<file path="config.mk">
export PLATFORM = sky130hd
export DESIGN_NAME = nmea_sentence_tx
export DESIGN_NICKNAME = d
export VERILOG_FILES = /design/src/rtl/nmea_sentence_tx.sv
export SDC_FILE = /design/constraint.sdc
export NUM_CORES = 1
export LEC_CHECK = 0
export ABC_AREA = 1
export CORE_ASPECT_RATIO = 1.5
export CORE_MARGIN = 1.5
export CORE_UTILIZATION = 35
export CTS_CLUSTER_DIAMETER = 60
export DETAILED_ROUTE_END_ITERATION = 16
export HOLD_SLACK_MARGIN = 0.05
export PLACE_DENSITY = 0.56
export SETUP_SLACK_MARGIN = 0.02
export SKIP_CTS_REPAIR_TIMING = 1
export SYNTH_ARGS = -nofsm -noshare
export SYNTH_HDL_FRONTEND = slang
export SYNTH_SLANG_ARGS = --single-unit
</file>
<file path="constraint.sdc">
create_clock -name clk -period 1.9 [get_ports clk]
set_input_delay 0.38 -clock clk [delete_from_list [all_inputs] [get_ports clk]]
set_output_delay 0.38 -clock clk [all_outputs]
set_load 0.01 [all_outputs]
</file>
<file path="src/rtl/nmea_sentence_tx.sv">
`default_nettype none
// -----------------------------------------------------------------------------
// nmea_sentence_tx: emits "$" + HEADER + payload + "*hh" + CRLF, XOR checksum on the fly. Rev 1.0
// -----------------------------------------------------------------------------
module nmea_sentence_tx #(
  parameter int                      HEADER_LEN  = 6,
  parameter logic [8*HEADER_LEN-1:0] HEADER      = "GPZDA,",
  parameter int                      MAX_PAYLOAD = 74
) (
  input  logic       clk,
  input  logic       rst,
  input  logic       start,
  input  logic [7:0] din,
  input  logic       din_valid,
  input  logic       din_last,
  output logic       din_ready,
  output logic [7:0] dout,
  output logic       dout_valid,
  input  logic       dout_ready,
  output logic       busy,
  output logic       done,
  output logic       overflow
);

  localparam int              HW      = $clog2(HEADER_LEN + 1);
  localparam int              PW      = $clog2(MAX_PAYLOAD + 1);
  localparam logic [HW-1:0]   C_HLAST = HW'(HEADER_LEN - 1);
  localparam logic [PW-1:0]   C_PMAX  = PW'(MAX_PAYLOAD);

  typedef enum logic [3:0] {
    S_IDLE, S_HDR, S_PAY, S_STAR, S_CSH, S_CSL, S_CR, S_LF, S_WAIT
  } state_t;

  state_t        state_q;
  logic [HW-1:0] hidx_q;
  logic [PW-1:0] pcnt_q;
  logic [7:0]    csum_q;
  logic [7:0]    dout_q;
  logic          dout_valid_q;
  logic          overflow_q;

  logic          w_adv;
  logic          w_take;
  logic [7:0]    w_hdr_char;

  function automatic logic [7:0] hex_char(input logic [3:0] n);
    return (n < 4'd10) ? (8'h30 + {4'h0, n}) : (8'h37 + {4'h0, n});
  endfunction

  // Constant-index mux keeps the header lookup free of out-of-range selects.
  always_comb begin
    w_hdr_char = 8'h00;
    for (int k = 0; k < HEADER_LEN; k++) begin
      if (hidx_q == HW'(k)) w_hdr_char = HEADER[8*(HEADER_LEN-1-k) +: 8];
    end
  end

  assign w_adv      = !dout_valid_q || dout_ready;
  assign din_ready  = (state_q == S_PAY) && w_adv && (pcnt_q < C_PMAX);
  assign w_take     = din_valid && din_ready;
  assign dout       = dout_q;
  assign dout_valid = dout_valid_q;
  assign overflow   = overflow_q;
  assign busy       = (state_q != S_IDLE);
  assign done       = (state_q == S_WAIT) && dout_valid_q && dout_ready;

  always_ff @(posedge clk) begin
    if (rst) begin
      state_q      <= S_IDLE;
      hidx_q       <= '0;
      pcnt_q       <= '0;
      csum_q       <= '0;
      dout_q       <= '0;
      dout_valid_q <= 1'b0;
      overflow_q   <= 1'b0;
    end else begin
      case (state_q)
        S_IDLE: begin
          dout_valid_q <= start;
          if (start) begin
            csum_q     <= '0;
            hidx_q     <= '0;
            pcnt_q     <= '0;
            overflow_q <= 1'b0;
            dout_q     <= 8'h24;
            state_q    <= S_HDR;
          end
        end
        S_HDR: if (w_adv) begin
          dout_q       <= w_hdr_char;
          dout_valid_q <= 1'b1;
          csum_q       <= csum_q ^ w_hdr_char;
          hidx_q       <= hidx_q + HW'(1);
          if (hidx_q == C_HLAST) state_q <= S_PAY;
        end
        S_PAY: begin
          if (w_take) begin
            dout_q       <= din;
            dout_valid_q <= 1'b1;
            csum_q       <= csum_q ^ din;
            pcnt_q       <= pcnt_q + PW'(1);
            if (din_last) begin
              state_q <= S_STAR;
            end else if (pcnt_q == C_PMAX - PW'(1)) begin
              // Payload cut short: later upstream bytes stay pending.
              overflow_q <= 1'b1;
              state_q    <= S_STAR;
            end
          end else if (dout_ready) begin
            dout_valid_q <= 1'b0;
          end
        end
        S_STAR: if (w_adv) begin
          dout_q       <= 8'h2A;
          dout_valid_q <= 1'b1;
          state_q      <= S_CSH;
        end
        S_CSH: if (w_adv) begin
          dout_q       <= hex_char(csum_q[7:4]);
          dout_valid_q <= 1'b1;
          state_q      <= S_CSL;
        end
        S_CSL: if (w_adv) begin
          dout_q       <= hex_char(csum_q[3:0]);
          dout_valid_q <= 1'b1;
          state_q      <= S_CR;
        end
        S_CR: if (w_adv) begin
          dout_q       <= 8'h0D;
          dout_valid_q <= 1'b1;
          state_q      <= S_LF;
        end
        S_LF: if (w_adv) begin
          dout_q       <= 8'h0A;
          dout_valid_q <= 1'b1;
          state_q      <= S_WAIT;
        end
        S_WAIT: if (dout_ready) begin
          dout_valid_q <= 1'b0;
          state_q      <= S_IDLE;
        end
        default: state_q <= S_IDLE;
      endcase
    end
  end

endmodule
`default_nettype wire

</file>
==> metrics.md, run 1 <==
| Metric | Value |
|---|---|
| CP Buf/Inv Count | `4` |
| Sequential fraction of the synthesis area | `a little over a quarter` |
| HP Class | `reg2reg` |
| Final HPWL from detailed placement | `about 5500 um` |
| Clk sinks | `32` |
| Post-DP Area | `approximately 3000 um2` |
| Pre-CTS worst setup slack | `-0.146 ns` |
| Critical setup path kind | `reg2reg` |
| Share of total power in combinational logic | `62.8%` |
| Clk_lat worst skew | `0.29 ns` |
| Vertical extent of the die | `roughly 110 um` |
| Global-route total usage across every layer | `a little under 20%` |
| Footprint of the flip-flops and latches | `647 um2` |
| Required @ worst endpoint | `~2.1 ns` |
| Min cycle time layout | `~1.7 ns` |
| Basic-gate share of the synthesized area counting and, or, nand and nor cells | `about 48%` |
| Count leader, synth | `sky130_fd_sc_hd__nand2_1` |
| Async S/R FF share, synth | `0%` |
| Power per standard cell area | `1420 nW/um2` |
| Endpoints failing setup | `0` |
| Mux contribution to synthesized area | `0%` |
| Final cell area excluding filler cells | `3110 um2` |
| Synth cell count leaders | `sky130_fd_sc_hd__nand2_1, sky130_fd_sc_hd__inv_1, sky130_fd_sc_hd__nor2_1` |
| Highest cell delay on the worst timing path | `between 0.3 and 0.4 ns` |
| Synth top area cells | `sky130_fd_sc_hd__dfxtp_1, sky130_fd_sc_hd__nand2_1, sky130_fd_sc_hd__inv_1` |
| Dominant combinational cell family by area after synthesis | `simple AND/OR/NAND/NOR gates` |
| Complex-gate fraction of the synthesized area | `between 8 and 9%` |
| Die Span X | `~71 um` |
| Effective utilization at floorplan | `between 30 and 40%` |
| Synth Area in Adders | `between 4 and 5%` |
| Largest net degree at the start of global routing | `19` |
| First-pass GRT wire length | `11900 um` |
| Count of endpoints failing hold in the final timing report | `0` |
| P_sw | `about 2.1 mW` |
| Layout Skew | `~0.005 ns` |
| Mean Syn Cell Area | `5.89 um2` |
| Multi-input logic area | `around 1500 um2` |
| Total Die Area | `~7500 um2` |
| Post-synthesis net count | `roughly 440` |
| Number of register bits inferred by synthesis | `32` |
| Sw Share | `a little under half` |
| Share of total power in the clock network | `between 15 and 20%` |
| Worst Setup Slack, final | `about 0.17 ns` |
| Sequential share of power | `a little over a fifth` |
| Cell taking the most area after synthesis | `sky130_fd_sc_hd__dfxtp_1` |
| Drt total wl | `approximately 7000 um` |
| Area growth from synthesis to layout | `27.7%` |
| IO buf count | `26` |
| Final layout net count | `493` |
| Mean routed wirelength per cell | `around 13 um` |
| Number of cells produced by synthesis | `414` |
| Power Internal | `2.37 mW` |
| Leakage Power | `around 1.6 nW` |
| Level count of the clock H-tree | `2` |
| Core Area | `6810 um2` |
| Yosys top cell area share | `approximately a quarter` |
| Total clock buffers created by CTS | `5` |
| Vias in the first global route | `about 2700` |
| Most used cell, CP | `sky130_fd_sc_hd__nand2_1` |
| Antenna violations before repair | `0` |
| Vias | `2735` |
| Violation count after the first detailed-route iteration | `roughly 170` |
| Setup crit start kind | `flop` |
| Worst-path clk slew | `about 0.07 ns` |
| Data arrival time of the critical path | `1.96 ns` |
| Outcome | `complete, no violations` |
| Number of pins with negative max-slew slack in the final report | `0` |
| Slew @ Worst Pin | `0.343 ns` |
| Number of unique standard cell types used by synthesis | `28` |
| Count of flip-flops with a built-in enable after synthesis | `0` |
| Num rows | `37` |
| TritonCTS clock tree | `yes` |
| Share of post-route cells with drive strength above 1 | `12.7%` |
| Number of buffers between clock root and the deepest sink | `2` |
| Most used flip-flop cell after synthesis | `sky130_fd_sc_hd__dfxtp_1` |
| Max-cap violation count | `0` |
| Endpoint type of the worst setup path | `flop` |
| Highest clock frequency the design can meet | `around 580 MHz` |
| Post-DRT Antenna Nets | `0` |
| Synth Cell Area | `2440 um2` |
| 1st-pass router iterations | `4` |
| Synth warn | `0` |
| Count of inserted antenna diode cells | `0` |
| Top fanout value on the critical path | `9` |
| Xor and xnor fraction of the mapped netlist area | `less than 1%` |
| Family with the most delay on the worst path | `simple AND/OR/NAND/NOR gates` |
| Count of pins on the block boundary | `27` |
| Cells along the critical path | `inv_2 -> buf_4 -> nand2_1 -> nor2_4 -> nand2_1 -> nand2_1 -> nor2_2 -> buf_4 -> nand2_2 -> inv_1 -> nand2_1 -> nand2_1 -> nor2_1` |
| Count of fill cells added during filler insertion | `around 730` |
| Peak supply drop | `roughly 0.76 mV` |
| Placer congestion estimate | `approximately 0.86` |
| Via-per-instance ratio | `approximately 5` |
| Fraction of the cycle the final worst path needs | `between 90% and 100%` |
| Final routed DRC violation total | `0` |
| Root cell of the clock tree | `sky130_fd_sc_hd__clkbuf_8` |
| Sum of overflow across all layers after global routing | `0` |
| Slew HR | `76.9%` |
| Unrepaired setup endpoints after global routing | `yes` |
| Cell at the slowest stage of the critical path | `sky130_fd_sc_hd__dfxtp_2` |
[path summary, 6_finish.rpt]
path	start	to	slack, ns	depth (start not counted)
min	overflow	overflow	0.45	2
max reg2reg	state_q[1]	csum_q[3]	0.17	13
max	state_q[1]	csum_q[3]	0.17	13
min reg2reg	overflow	overflow	0.45	2
[final cells by class]
cell class,count,share of cell area [%]
clock buffers,5,2.21
repair buffers,59,16.8
inverters,61,7.36
flip-flops and latches,32,20.8
multi-input cells,311,48.3
clock inverters,3,1.37
well taps,78,3.14
[layout by cell type (no fill, tap or decap), drive strengths merged, types with 2 or more instances in the layout]
cell	synthesis	layout
a21oi	21	21
buf	7	33
clkbuf	3	6
clkdlybuf4s50	0	23
dfxtp	32	32
dlymetal6s2s	0	2
ha	9	9
inv	61	61
nand2	139	139
nand3	38	38
nand3b	2	2
nand4	26	26
nor2	54	54
nor3	2	2
o21ai	12	12
o21bai	2	2
[stage by stage]
step | util (%) | hold slack (ns) | setup TNS (ns) | power, mW | std cells
after floorplan | - | 0.439 | 0 | 2.77 | 414
after global placement | 43.9 | 0.437 | -0.751 | 3.75 | 541
final | 45.7 | 0.446 | 0 | 4.43 | 549
after CTS | 45.5 | 0.449 | -0.542 | 4.46 | 549
after detailed placement | 43.9 | 0.437 | -1.01 | 3.77 | 541
after global routing | 45.7 | 0.479 | 0 | 4.86 | 549
[sequential cells by signal, summed over array words and instances, names as in the netlist]
| name | cells |
|---|---|
| hidx_q | 3 |
| csum_q | 8 |
| pcnt_q | 7 |
| dout_valid | 1 |
| state_q | 4 |
| overflow | 1 |
| dout | 8 |
[metal layers]
layer / track usage (%) / vias up / share of wire, %
met5: 0 / - / 0
li1: - / 1430 / -
met4: 9.03 / 0 / 2.8
met1: 22.3 / 1233 / 43
met3: 2.41 / 14 / 3.2
met2: 35.8 / 58 / 51
[tightest hold or removal path: cells and delay by family, from the launching register on]
kind | cells | cell delay (ns)
DFF | 1 | 0.31
buffers and inverters | 1 | 0.04
AOI/OAI and AO/OA | 1 | 0.05
[power by group through the flow]
| stage | clock [mW] | combinational, mW | sequential [mW] |
|---|---|---|---|
| 2_1_floorplan | 0 | 1.77 | 1.00 |
| 3_3_place_gp | 0 | 2.76 | 0.986 |
| 3_5_place_dp | 0 | 2.78 | 0.988 |
| 4_1_cts | 0.689 | 2.80 | 0.973 |
| 5_1_grt | 0.711 | 3.15 | 0.999 |
| 6_report | 0.670 | 2.78 | 0.976 |
[cells by family after synthesis]
group                    after synthesis
AO/OA/AOI/OAI                         38
XOR/XNOR                               2
adder cells (fa/ha/maj)                9
buffers and inverters                 71
flip-flops                            32
AND/OR/NAND/NOR                      262
No activity file was read; power rests on OpenSTA's default activity.
==> run 2, diff against run 1 <==
--- a/config.mk
+++ b/config.mk
@@ -11,6 +11,7 @@
 export CORE_UTILIZATION = 35
 export CTS_CLUSTER_DIAMETER = 60
 export DETAILED_ROUTE_END_ITERATION = 16
+export GPL_TIMING_DRIVEN = 0
 export HOLD_SLACK_MARGIN = 0.05
 export PLACE_DENSITY = 0.56
 export SETUP_SLACK_MARGIN = 0.02
==> run 2 against run 1 <==
  * Sequential share of layout area is 1.1 points higher
  * Via count is 0.29% lower
  * Sequential power hardly changed
  * Die area stayed put
  * First-iteration DRC count is 0.60% lower
  * Clock power is 14% lower
  * Critical path type is now reg2out
  * Flip-flop and latch count stayed put
  * Total power is 5.7% lower
  * Worst hold slack better by 0.0052 ns
  * Cell count is 2.9% lower
  * Global-route usage hardly changed
  * Register-to-register slack worse by 0.02 ns
==> metrics.md, run 2 (synthesis results as in run 1) <==
| Metric | Value |
|---|---|
| Outcome | `complete, no violations` |
| Largest net degree at the start of global routing | `11 (-8)` |
| Mean routed wirelength per cell | `13.5 um (+5.2%)` |
| Commonest non-fill, non-tap cell in the layout | `sky130_fd_sc_hd__nand2_1` |
| Vertical extent of the die | `105 um (unchanged)` |
| Share of post-route cells with drive strength above 1 | `9.45% (-3.3 points)` |
| Number of buffers between clock root and the deepest sink | `2 (unchanged)` |
| Endpoint type of the worst setup path | `primary output` |
| Global-route total usage across every layer | `19.8% (+0.047 points)` |
| Endpoints failing setup | `0 (unchanged)` |
| R2R cell count | `10 (-3)` |
| Count of endpoints failing hold in the final timing report | `0 (unchanged)` |
| Max-cap violation count | `0 (unchanged)` |
| Crit path from | `state_q[0]` |
| Worst-path clk slew | `0.07 ns (about the same)` |
| Vias in the first global route | `2534 (-4.6%)` |
| Post-DP Area | `2790 um2 (-6.7%)` |
| Source of the worst register-to-register timing path | `state_q[2]` |
| Data arrival time of the critical path | `1.48 ns (-0.48 ns)` |
| P_sw | `2.05 mW (-0.54%)` |
| Num rows | `37 (unchanged)` |
| Critical setup path kind | `reg2out` |
| Total clock buffers created by CTS | `5 (unchanged)` |
| Total power after layout | `4.18 mW (-5.7%)` |
| Via-per-instance ratio | `5.12 (+2.7%)` |
| Total Die Area | `7480 um2 (unchanged)` |
| Unrepaired setup endpoints after global routing | `yes` |
| Count of inserted antenna diode cells | `0 (unchanged)` |
| First-pass GRT wire length | `11700 um (-1.5%)` |
| Number of pins with negative max-slew slack in the final report | `0 (unchanged)` |
| Share of total power in the clock network | `13.7% (-1.4 points)` |
| Count of fill cells added during filler insertion | `727 (-0.95%)` |
| Core Area | `6810 um2 (unchanged)` |
| Area growth from synthesis to layout | `21.7%` |
| Clk_lat worst skew | `0.29 ns (about the same)` |
| Level count of the clock H-tree | `2 (unchanged)` |
| Final layout net count | `477 (-3.2%)` |
| Terminus of the critical flop-to-flop path | `dout[0]` |
| Antenna violations before repair | `0 (unchanged)` |
| Clk sinks | `32 (unchanged)` |
| Power Internal | `2.13 mW (-10%)` |
| Share of the core filled with cells in the final layout | `43.6% (-2.2 points)` |
| IO buf count | `25 (-3.8%)` |
| Placer congestion estimate | `0.922 (+6.7%)` |
| Cell count of the worst hold path | `2 (unchanged)` |
| Layout Skew | `0.00651 ns (+0.00149 ns)` |
| TritonCTS clock tree | `yes` |
| Effective utilization at floorplan | `35.8% (unchanged)` |
| Final setup TNS | `0 ns (unchanged)` |
| Vias | `2727 (-0.29%)` |
| HP Class | `reg2reg` |
| Number of placed instances, taps included | `517 (-4.4%)` |
| Die Span X | `71.1 um (unchanged)` |
| Sw Share | `49.0% (+2.5 points)` |
| Worst min-delay path endpoint | `overflow` |
| Final routed DRC violation total | `0 (unchanged)` |
| Worst Setup Slack, final | `0.0412 ns (-0.132 ns)` |
| Share of total power in combinational logic | `62.9% (about the same)` |
| Slew HR | `64.9% (-12 points)` |
| Min cycle time layout | `1.86 ns (+0.132 ns)` |
| Setup crit start kind | `flop` |
| Pre-CTS worst setup slack | `-0.272 ns (-0.126 ns)` |
| Post-DRT Antenna Nets | `0 (unchanged)` |
| Final-layout worst hold slack | `0.451 ns (+0.00521 ns)` |
| Count of pins on the block boundary | `27 (unchanged)` |
| Slew @ Worst Pin | `0.525 ns (+0.182 ns)` |
| Top fanout value on the critical path | `10 (+1)` |
| Most frequent cells in the layout | `sky130_fd_sc_hd__nand2_1, sky130_fd_sc_hd__inv_1, sky130_fd_sc_hd__nor2_1` |
| Sum of overflow across all layers after global routing | `0 (unchanged)` |
| Min-delay src | `overflow` |
| Sequential share of power | `23.4% (+1.4 points)` |
| Final cell area excluding filler cells | `2970 um2 (-4.7%)` |
| Drt total wl | `7180 um (+2.1%)` |
| Highest clock frequency the design can meet | `538 MHz (-7.1%)` |
| Fraction of the cycle the final worst path needs | `97.8% (+6.9 points)` |
| Setup slack of the most critical reg-to-reg path | `0.15 ns (-0.02 ns)` |
| Root cell of the clock tree | `sky130_fd_sc_hd__clkbuf_8` |
| Power per standard cell area | `1410 nW/um2 (-1.0%)` |
| Required @ worst endpoint | `1.52 ns (-0.61 ns)` |
| Final HPWL from detailed placement | `5440 um (-0.86%)` |
| Peak supply drop | `0.618 mV (-19%)` |
| Leakage Power | `1.45 nW (-6.6%)` |
| Violation count after the first detailed-route iteration | `166 (-0.60%)` |
| Filler-free cell count of the finished design | `533 (-2.9%)` |
| 1st-pass router iterations | `5 (+1)` |
-- run 2: cell type report --
class                   instances  area, um2  area share (%)
multi-input cells             311       1510            51.0
flip-flops and latches         32        649            21.9
repair buffers                 33        310            10.5
inverters                      61        229            7.72
well taps                      78       97.6            3.29
clock buffers                   7       86.3            2.91
plain buffers                  10       72.6            2.45
clock inverters                 1       7.51           0.253
-- run 2: how the worst max path moves through the flow --
| stage | endpoint | slack (ns) | cells past startpoint |
|---|---|---|---|
| 2_1_floorplan | done | 0.36 | 6 |
| 3_3_place_gp | din_ready | -0.26 | 6 |
| 4_1_cts | done | -0.60 | 7 |
| 5_1_grt | done | -0.07 | 7 |
| 6_report | done | 0.04 | 7 |
| 3_5_place_dp | din_ready | -0.27 | 6 |
-- run 2: critical path, stage by stage, from the launching register on --
cell and delay [ns]:
sky130_fd_sc_hd__dfxtp_1 0.30, sky130_fd_sc_hd__buf_4 0.17, sky130_fd_sc_hd__nor2_4 0.16, sky130_fd_sc_hd__nand2_2 0.09, sky130_fd_sc_hd__nor2_2 0.10, sky130_fd_sc_hd__inv_1 0.06, sky130_fd_sc_hd__nor3_1 0.14, sky130_fd_sc_hd__buf_2 0.16
-- run 2: power by group through the flow --
stage / Sequential (mW) / Combinational, mW / Clock [mW]
after floorplan: 1.00 / 1.77 / 0
after global placement: 0.985 / 2.52 / 0
after detailed placement: 0.990 / 2.52 / 0
after CTS: 0.976 / 2.53 / 0.601
after global routing: 1.00 / 2.96 / 0.632
final: 0.977 / 2.63 / 0.573
-- run 2: per-layer routing --
| metal | wire length [um] | up-vias | global-route usage (%) |
|---|---|---|---|
| met3 | 343 | 17 | 3.09 |
| met2 | 3620 | 92 | 35.2 |
| met4 | 245 | 0 | 9.57 |
| met5 | 0 | - | 0 |
| met1 | 2970 | 1210 | 22.3 |
| li1 | - | 1408 | - |
==> edit, RTL diff (flow settings as in run 1) <==
Make the reset (`rst`) asynchronous in one clocked block.
--- a/src/rtl/nmea_sentence_tx.sv
+++ b/src/rtl/nmea_sentence_tx.sv
@@ -65,5 +65,5 @@
   assign done       = (state_q == S_WAIT) && dout_valid_q && dout_ready;
 
-  always_ff @(posedge clk) begin
+  always_ff @(posedge clk or posedge rst) begin
     if (rst) begin
       state_q      <= S_IDLE;
Function: differs if rst is asserted again (counterexample within 4 cycles, from zero or initial values and one cycle with rst high); with rst held inactive, the same outputs for 10 cycles.
==> edit against run 1 <==
Routed wire length decreased by 5.4%. Sequential cell count unchanged. Total power up 15%. Clock skew rose by 8.8 ps. Area after synthesis down 1.8%. Via count shrank 8.3%. Worst setup slack got worse by 52 ps. Highest routed layer unchanged. Design area about the same.
==> edit: results (changes against run 1) <==
<table>
<tr><th>Metric</th><th>Value</th></tr>
<tr><th colspan="2">Finish</th></tr>
<tr><td>Proportion of layout cells with a drive suffix above 1</td><td>0.145 (+0.0175)</td></tr>
<tr><td>FILL cells</td><td>696 (-5.2%)</td></tr>
<tr><td># nets final</td><td>450 (-8.7%)</td></tr>
<tr><th colspan="2">Route</th></tr>
<tr><td>Avg WL per Cell</td><td>13.2 µm (+3.1%)</td></tr>
<tr><td>Vias per cell</td><td>4.97 (-0.15%)</td></tr>
<tr><td>Violation count after the first detailed-routing iteration</td><td>152 (-9.0%)</td></tr>
<tr><td>First-pass iteration count of the detailed router</td><td>4 (unchanged)</td></tr>
<tr><th colspan="2">Placement</th></tr>
<tr><td>Final Wtd Congestion</td><td>0.898 (+4.0%)</td></tr>
<tr><td>Post-detail-place hpwl</td><td>5210 µm (-4.9%)</td></tr>
<tr><th colspan="2">GRT</th></tr>
<tr><td>GR Layer Usage met2</td><td>0.327 (-0.0310)</td></tr>
<tr><td>Total track usage</td><td>0.194 (-0.00283)</td></tr>
<tr><td>Vias in the first global route</td><td>2456 (-7.5%)</td></tr>
<tr><td>Global Route met1 Usage</td><td>0.234 (+0.0112)</td></tr>
<tr><th colspan="2">Yosys</th></tr>
<tr><td>Net count of the mapped netlist</td><td>390 (-11%)</td></tr>
<tr><td>Share of flip-flops with an asynchronous set or reset</td><td>1.00 (+1.00)</td></tr>
<tr><td>Number of different library cells in the post-synthesis netlist</td><td>30 (+7.1%)</td></tr>
<tr><td>Sequential cell area fraction in the yosys report</td><td>0.335 (+0.0719)</td></tr>
<tr><th colspan="2">Run status</th></tr>
<tr><td>Result of the run</td><td>finished, final reports clean</td></tr>
<tr><th colspan="2">Timing</th></tr>
<tr><td>Slew margin rel.</td><td>0.706 (-0.0631)</td></tr>
<tr><td>Final setup skew</td><td>13.9 ps (+8.84 ps)</td></tr>
<tr><th colspan="2">Hold path</th></tr>
<tr><td>Worst hold path class</td><td>primary input to asynchronous set/reset pin</td></tr>
<tr><th colspan="2">Power and ir drop</th></tr>
<tr><td>Leakage</td><td>1.66 nW (+7.0%)</td></tr>
<tr><td>VDD IR max</td><td>0.759 mV (-0.57%)</td></tr>
<tr><th colspan="2">Setup path</th></tr>
<tr><td>Number of cell instances on the worst register-to-register path</td><td>10 (-3)</td></tr>
<tr><td>Peak per-stage delay on the critical path</td><td>430 ps (+80 ps)</td></tr>
<tr><td>Kind of cell adding the most delay to the critical path</td><td>flip-flops</td></tr>
<tr><td>Critical path arrival</td><td>1400 ps (-560 ps)</td></tr>
<tr><td>Crit-path slowest cell</td><td>dfrtp_1</td></tr>
</table>
## edit: cell count changes after synthesis, moves of 3 or more
| cell | delta |
|---|---|
| inv_1 | -24 |
| nand2_1 | +4 |
| a21oi_1 | -17 |
| dfrtp_1 | +32 |
| nor2_1 | -20 |
| dfxtp_1 | -32 |
| nand3_1 | +5 |
| nand4_1 | -20 |
| o21ai_1 | +8 |
| o21ai_0 | +7 |
| or2_2 | +4 |
| nand3b_1 | +3 |
| xor2_1 | +4 |
## edit: worst paths after layout
check | startpoint | to | slack [ps]
setup / recovery | state_q[2] | done | 120
hold / removal | rst | csum_q[0] | 470
setup reg to reg | state_q[0] | dout[0] | 160
hold reg to reg | dout[1] | dout[1] | 480
max in group asynchronous | rst | pcnt_q[0] | 1100
min in group clk | dout[1] | dout[1] | 480
## edit: worst min-delay path: cells and delay by family
| kind | cells | cell delay, ps |
|---|---|---|
| buffers and inverters | 3 | 820 |
## edit: through the flow
stage	std cells	setup TNS, ps	instance area [µm²]	power, mW
detailed placement	495	-890	2960	4.28
CTS	503	-685	3080	5.05
finish	504	0	3110	5.07
global route	504	0	3110	5.57
global placement	495	-493	2960	4.24
floorplan	367	0	2390	3.05
## edit: kinds of logic (layout without fill, tap and decap cells)
kind of cell,Yosys count,after routing,synth area share
adders and majority gates,9,9,0.0471
xor gates and xnor gates,6,6,0.0220
and+or+nand+nor,239,239,0.434
buffers and inverters,43,104,0.0748
AOI/OAI and AO/OA,38,38,0.0879
DFF,32,32,0.335
## edit: metal layers
layer  routed length, µm  up-vias  share of wire
li1                    -     1300              -
met1                2960     1138           0.44
met2                3270       52           0.49
met3                 224       17          0.034
met4                 197        0          0.030
met5                   0        -              0
## edit: area by class of cell
type                       count  share of cell area
clock buffer                   7              0.0310
sequential                    32               0.257
tap                           76              0.0306
multi-input combinational    292               0.457
timing repair buffer          58               0.167
clock inverter                 1             0.00965
inverter                      38              0.0467
## edit: power by group
group / switching, mW / total, mW / leakage (nW) / internal, mW
combinational: 1.90 / 3.25 / 1.17 / 1.35
clock: 0.284 / 0.747 / 0.0645 / 0.463
sequential: 0.172 / 1.08 / 0.424 / 0.905
total: 2.36 / 5.07 / 1.66 / 2.71
